**src/rtl/pattern_counter_pkg.sv**
```systemverilog
// Shared definitions for the pattern counter: report-slot states and the
// detector's match-flag bit positions.
package pattern_counter_pkg;

  typedef enum logic {
    SLOT_EMPTY = 1'b0,
    SLOT_FULL  = 1'b1
  } slot_e;

  localparam int unsigned MATCH_W   = 2;
  localparam int unsigned MATCH_111 = 0;
  localparam int unsigned MATCH_001 = 1;

endpackage : pattern_counter_pkg

```
**src/rtl/sat_counter.sv**
```systemverilog
// Up-counter that sticks at all-ones; a synchronous clear wins over increment.
module sat_counter
  import pattern_counter_pkg::*;
#(
  parameter int unsigned W = 8
) (
  input  logic         clock,
  input  logic         reset,
  input  logic         clear,
  input  logic         inc,
  output logic [W-1:0] q
);

  logic [W-1:0] q_q;
  logic [W-1:0] q_d;

  always_comb begin
    q_d = q_q;
    if (clear) begin
      q_d = '0;
    end else if (inc && (q_q != '1)) begin
      q_d = q_q + W'(1);
    end
  end

  always_ff @(posedge clock) begin
    if (reset) begin
      q_q <= '0;
    end else begin
      q_q <= q_d;
    end
  end

  assign q = q_q;

endmodule : sat_counter

```
**src/rtl/pattern_counter.sv**
```systemverilog
// Counts detector hits per fixed window and offers each window's totals as a
// single-entry report; a window closing onto an untaken report is dropped.
module pattern_counter
  import pattern_counter_pkg::*;
#(
  parameter int unsigned WINDOW = 16,
  parameter int unsigned CNT_W  = 8,
  parameter int unsigned SEQ_W  = 4
) (
  input  logic               clock,
  input  logic               reset,
  input  logic [MATCH_W-1:0] match_in,
  output logic               report_valid,
  input  logic               report_ready,
  output logic [CNT_W-1:0]   report_count0,
  output logic [CNT_W-1:0]   report_count1,
  output logic [SEQ_W-1:0]   report_seq,
  output logic               overrun,
  output logic [CNT_W-1:0]   drop_count
);

  localparam int unsigned CYC_W = $clog2(WINDOW);
  localparam logic [CYC_W-1:0] LAST_CYC = CYC_W'(WINDOW - 1);

  logic [CYC_W-1:0] cyc_q,  cyc_d;
  logic [SEQ_W-1:0] wseq_q, wseq_d;
  slot_e            slot_q, slot_d;
  logic [CNT_W-1:0] cnt0_q, cnt0_d;
  logic [CNT_W-1:0] cnt1_q, cnt1_d;
  logic [SEQ_W-1:0] seq_q,  seq_d;
  logic             overrun_q, overrun_d;

  logic             close;
  logic             load;
  logic             drop;
  logic [CNT_W-1:0] acc0, acc1;
  logic [CNT_W-1:0] acc0_fin, acc1_fin;
  logic [CNT_W-1:0] drop_cnt;

  sat_counter #(.W(CNT_W)) u_acc0 (
    .clock (clock),
    .reset (reset),
    .clear (close),
    .inc   (match_in[MATCH_111]),
    .q     (acc0)
  );

  sat_counter #(.W(CNT_W)) u_acc1 (
    .clock (clock),
    .reset (reset),
    .clear (close),
    .inc   (match_in[MATCH_001]),
    .q     (acc1)
  );

  sat_counter #(.W(CNT_W)) u_drop (
    .clock (clock),
    .reset (reset),
    .clear (1'b0),
    .inc   (drop),
    .q     (drop_cnt)
  );

  // Window position and sequence number; every close advances the sequence.
  always_comb begin
    close  = (cyc_q == LAST_CYC);
    cyc_d  = close ? '0 : cyc_q + CYC_W'(1);
    wseq_d = close ? wseq_q + SEQ_W'(1) : wseq_q;
  end

  // The accumulators clear on close, so fold in the closing cycle's flag here.
  always_comb begin
    acc0_fin = (match_in[MATCH_111] && (acc0 != '1)) ? acc0 + CNT_W'(1) : acc0;
    acc1_fin = (match_in[MATCH_001] && (acc1 != '1)) ? acc1 + CNT_W'(1) : acc1;
  end

  // Report slot: reload on close when free or being taken, else drop.
  always_comb begin
    slot_d    = slot_q;
    cnt0_d    = cnt0_q;
    cnt1_d    = cnt1_q;
    seq_d     = seq_q;
    overrun_d = overrun_q;
    load      = 1'b0;
    drop      = 1'b0;

    unique case (slot_q)
      SLOT_EMPTY: begin
        if (close) begin
          load   = 1'b1;
          slot_d = SLOT_FULL;
        end
      end
      SLOT_FULL: begin
        if (close) begin
          if (report_ready) begin
            load = 1'b1;
          end else begin
            drop = 1'b1;
          end
        end else if (report_ready) begin
          slot_d = SLOT_EMPTY;
        end
      end
    endcase

    if (load) begin
      cnt0_d = acc0_fin;
      cnt1_d = acc1_fin;
      seq_d  = wseq_q;
    end
    if (drop) begin
      overrun_d = 1'b1;
    end
  end

  always_ff @(posedge clock) begin
    if (reset) begin
      cyc_q     <= '0;
      wseq_q    <= '0;
      slot_q    <= SLOT_EMPTY;
      cnt0_q    <= '0;
      cnt1_q    <= '0;
      seq_q     <= '0;
      overrun_q <= 1'b0;
    end else begin
      cyc_q     <= cyc_d;
      wseq_q    <= wseq_d;
      slot_q    <= slot_d;
      cnt0_q    <= cnt0_d;
      cnt1_q    <= cnt1_d;
      seq_q     <= seq_d;
      overrun_q <= overrun_d;
    end
  end

  assign report_valid  = (slot_q == SLOT_FULL);
  assign report_count0 = cnt0_q;
  assign report_count1 = cnt1_q;
  assign report_seq    = seq_q;
  assign overrun       = overrun_q;
  assign drop_count    = drop_cnt;

endmodule : pattern_counter

```
**config.mk**
```make
export PLATFORM = sky130hd
export DESIGN_NAME = pattern_counter
export DESIGN_NICKNAME = d
export VERILOG_FILES = /design/src/rtl/pattern_counter_pkg.sv /design/src/rtl/sat_counter.sv /design/src/rtl/pattern_counter.sv
export SDC_FILE = /design/constraint.sdc
export NUM_CORES = 1
export LEC_CHECK = 0
export CORE_MARGIN = 4
export CORE_UTILIZATION = 55
export CTS_CLUSTER_SIZE = 14
export DETAILED_ROUTE_END_ITERATION = 12
export GPL_TIMING_DRIVEN = 0
export PLACE_DENSITY = 0.81
export SLEW_MARGIN = 30
export SYNTH_ARGS = -nofsm -noshare
export SYNTH_HDL_FRONTEND = slang
export SYNTH_SLANG_ARGS = --single-unit
```
**constraint.sdc**
```tcl
create_clock -name clock -period 3.5 [get_ports clock]
set_input_delay 0.7 -clock clock [delete_from_list [all_inputs] [get_ports clock]]
set_output_delay 0.7 -clock clock [all_outputs]
set_load 0.05 [all_outputs]
```
== Yosys cells after proc, flatten, opt, wreduce, memory -nomap -nowiden ==
Index checks and enable logic that the tools add are counted.
Cells by class
  $add $sub $neg: 5
  multipliers: 0
  div/mod/pow operators: 0
  magnitude comparators: 0
  equal/unequal tests: 4
  shift operators: 0
  mux-type cells: 11
  bitwise operators: 1
  reduce and logical (&&, ||, !) cells: 4
Operators with widths (count)
  8-bit by 1-bit adder with 8-bit output (second input constant): 3
  8-bit inequality test (second input constant): 3
  8-bit 2-to-1 mux: 2
  4-bit by 1-bit adder with 4-bit output (second input constant): 2
  1-bit 2-to-1 mux: 7
  4-bit == test (second input constant): 1
  1-bit case mux with 2 select lines: 2
  1-bit logical AND: 3
  2-bit OR reduction: 1
  1-bit inverter: 1
Word-level totals
  register bits after elaboration: 54
  bits in latches: 0
  RAM bits: 0
  bits in read-only memories: 0
  output and inout port bits: 30
  word-level logic and storage cells: 35
  memories kept: 0

== Depth between registers and ports, before layout ==
  depth after elaboration: 4
  gate-level depth with buffers: 6
  gate-level depth less buffers: 5

== By module ==
A second synthesis with hierarchy kept.
Unflattened totals
  cell total of the unflattened synthesis: 309
  area, all modules: 2797.7 sq um
By module, submodules not included
  pattern_counter: times used 1, cells each 168, area an instance 1491.4 sq um, seq. area each 600.6 sq um
  sat_counter: times used 3, cells each 47, area an instance 435.4 sq um, seq. area each 160.2 sq um

== Worst setup path after synthesis ==
No wires, ideal clock.
  path type: reg-to-reg
  from: register u_drop.q_q[0], in the netlist u_drop.q[0]
  to: register u_drop.q_q[1], in the netlist u_drop.q[1]
  library setup time: 0.128 ns
  arrival: 1.631 ns
  data required time: 3.372 ns
  path slack: 1.742 ns
  cell stages (with the launch flop): 6
  path buffers: 0
  period minus slack after synthesis: 1.758 ns
  cell sequence: dfxtp_1 > ha_1 > nand3_1 > o211ai_4 > mux2i_1 > nor2_1
On the way
  longest elaborated chain between the ends: 2
  elaborated cells between the ends (all ways): 3
  classes of those cells: 1 x add/sub; 1 x eq/ne; 1 x reduce/logical
Ends and longest elaborated chain
  from (decl): RTL line sat_counter.sv:14  | logic [W-1:0] q_q;
  from (signal assigned): RTL line sat_counter.sv:30  | q_q <= q_d;
  parallel branches: the longest is 2 deep, another holds 8-bit by 1-bit adder with 8-bit output
Several ways; the timed one is not identified.
A chain may end at the register's enable or synchronous reset.

== Worst setup path after layout ==
  from: register u_drop.q_q[3], in the netlist u_drop.q[3]
  to: output port drop_count[3]
RTL lines
  to (decl): RTL line pattern_counter.sv:19  | output logic [CNT_W-1:0] drop_count
No word-level cell between the ends.

==> run metrics <==
status=finished, final reports clean; #FFs+latches synth=54; Routed Wire Length=4520 um; Max-Cap Viols=0; setup repair bufs after CTS=0; fin crit period=2330 ps; first-pass GRT wire length=7850 um; most frequent cells in the layout=54 x dfxtp_1, 40 x nor2_1, 33 x clkdlybuf4s50_1; CTS clk-pin slew, worst paths=80 ps; layout cells sized above 1=7.07%; setup violators final=0; setup TNS=0 ps; CTS tree=built; CP top delay family=buffers and inverters; vias in the first global route=1,724; vias per cell=5.63; Tcrit/Tclk final=66.6%; die area=5230 um^2; Worst Setup SP=u_drop.q[3]; WS Path Type=flop to primary output; Least-Margin Pin Slew=506 ps; CTS Sinks=54; Hold Fails Final Rpt=0; Max stage delay cell, worst path=clkdlybuf4s50_1; Netlist cell types=38; commonest non-fill, non-tap cell in the layout=dfxtp_1; # hold bufs at CTS=0; port bufs=33; DRT Pass-1 Iters=4; Critical Path RT=2800 ps; PostCTS Resize Cnt=0; Final HPWL DP=3240 um; GP Congestion=0.873; PD cells=370 nW/um^2; critical-path maximum fanout=6; WP buf/inv=1; site row count=23; antenna-violating nets left=0; Global Route Usage Sum=19.2%; DRC errors left=0; WL/cell=13.6 um; IR drop worst, VDD=0.256 mV; chip height=72.3 um; synthesized area per cell=9.40 um^2; P_leak=0.990 nW; Reg power frac=61.6%; share of power burned in combinational logic=4.0%; relative slew slack=66.2%; grt ovf=0; Hold Crit Start=cyc_q[0]; Initial Util=56.9%; nets@finish=292; worst-path cell chain=clkdlybuf4s50_1; switching share of power=21.8%; Slew Limit Fails=0; Mapped Area=2270 um^2; RSZ-0062 raised after global routing=false; Layout fillers=326; IO Pins=35; R2R Path Start=cyc_q[0]; switching power=0.000223 W; initial antenna violation count=0; CTS Buffer Depth=2; register area share after synthesis=47.5%; via count=1,875; Crit. End Element=primary output; Fmax=429 MHz; number of diodes=0; clock skew=12.8 ps; # H-tree levels=2; CP Launch Type=flop; Power Internal=0.000798 W; crit-path max cell delay=860 ps; Syn Nets=252; Root Driver=clkbuf_8; pre-CTS setup slack=1170 ps; Worst EP arrival=1630 ps; Skew-Pair Late Insertion Delay=310 ps; initial DRC count=152; yosys warns=0; CTS Buf Count=5; clock power share=34.4%; area of the core=4000 um^2; Die X=72.3 um; Hold Crit Class=flop to flop; Post-Syn Instances=242; Setup WS post-layout=1170 ps; largest net degree at the start of global routing=16; Layout area overhead=21.3%
-- registers in the layout, indices dropped and copies added (netlist names) --
signal         count
u_acc0.q           8
u_drop.q           8
report_seq         4
wseq_q             4
overrun            1
report_count1      8
report_valid       1
report_count0      8
cyc_q              4
u_acc1.q           8
-- power by group through the flow --
| stage | Sequential (W) | Clock [W] | Combinational (W) |
|---|---|---|---|
| final | 0.000629 | 0.000351 | 0.0000409 |
| after global routing | 0.000631 | 0.000387 | 0.0000457 |
| after CTS | 0.000629 | 0.000362 | 0.0000410 |
| after detailed placement | 0.000644 | 0 | 0.0000406 |
| after global placement | 0.000643 | 0 | 0.0000395 |
| after floorplan | 0.000642 | 0 | 0.0000276 |
-- area by class of cell --
class                      count  area, um^2  share of cell area [%]
multi-input combinational    174        1120                    40.5
sequential                    54        1080                    39.2
timing repair buffer          33         330                    12.0
clock buffer                   7        86.3                    3.13
buffer                        11        66.3                    2.40
tap                           50        62.6                    2.27
inverter                       3        11.3                   0.408
clock inverter                 1        5.00                   0.181
-- synthesized netlist by cell type (all sizes together) --
library cell | instances | area share, %
or4 | 2 | 0.66
o21ai | 8 | 1.8
nor3 | 3 | 0.66
o31ai | 1 | 0.33
o2111ai | 3 | 1.4
xnor2 | 3 | 1.2
nand4 | 6 | 2.6
and4 | 3 | 1.2
or3 | 4 | 1.1
and3 | 4 | 1.1
a21o | 1 | 0.33
dfxtp | 54 | 48
a211oi | 6 | 2.0
nor2 | 41 | 7.1
nand2 | 11 | 1.8
inv | 3 | 0.50
buf | 6 | 2.1
ha | 5 | 2.8
o32ai | 2 | 1.1
o22ai | 9 | 2.5
xor2 | 8 | 3.1
a21oi | 9 | 2.0
nand3 | 16 | 3.5
nand2b | 14 | 3.9
o211ai | 1 | 0.94
or2 | 1 | 0.28
mux2i | 11 | 4.8
nor2b | 1 | 0.60
clkbuf | 5 | 0.83
o2111a | 1 | 0.50
-- through the flow --
step	hold WS (ps)	utilization [%]	instance area, um^2	std cells	total power [W]
floorplan	418	-	2270	242	0.000669
global placement	430	66.7	2670	325	0.000683
detailed placement	458	66.7	2670	325	0.000684
CTS	470	69.0	2760	333	0.00103
global route	495	69.0	2760	333	0.00106
finish	463	69.0	2760	333	0.00102
-- worst paths after layout --
| kind | endpoint | slack, ps | cells past startpoint |
|---|---|---|---|
| setup / recovery | drop_count[3] | 1170 | 1 |
| hold / removal | cyc_q[0] | 460 | 1 |
| setup reg to reg | u_acc0.q[4] | 1690 | 6 |
| hold reg to reg | cyc_q[0] | 460 | 1 |
-- routing by layer --
metal  global-route usage, %  part of all wire, %  vias to the layer above
met4                    6.47                  1.9                        0
met2                    30.9                   48                       42
met1                    25.0                   46                      881
met5                       0                    0                        -
li1                        -                    -                      944
met3                    4.71                  4.5                        8
-- logic make-up after synthesis --
logic type | after synthesis | synth area share (%)
compound gates | 41 | 12.8
fa+ha+maj | 5 | 2.75
mux | 11 | 4.84
simple gates | 106 | 24.4
xor+xnor | 11 | 4.24
flops | 54 | 47.5
buf+inv | 14 | 3.41
(Power assumes the default switching activity.)
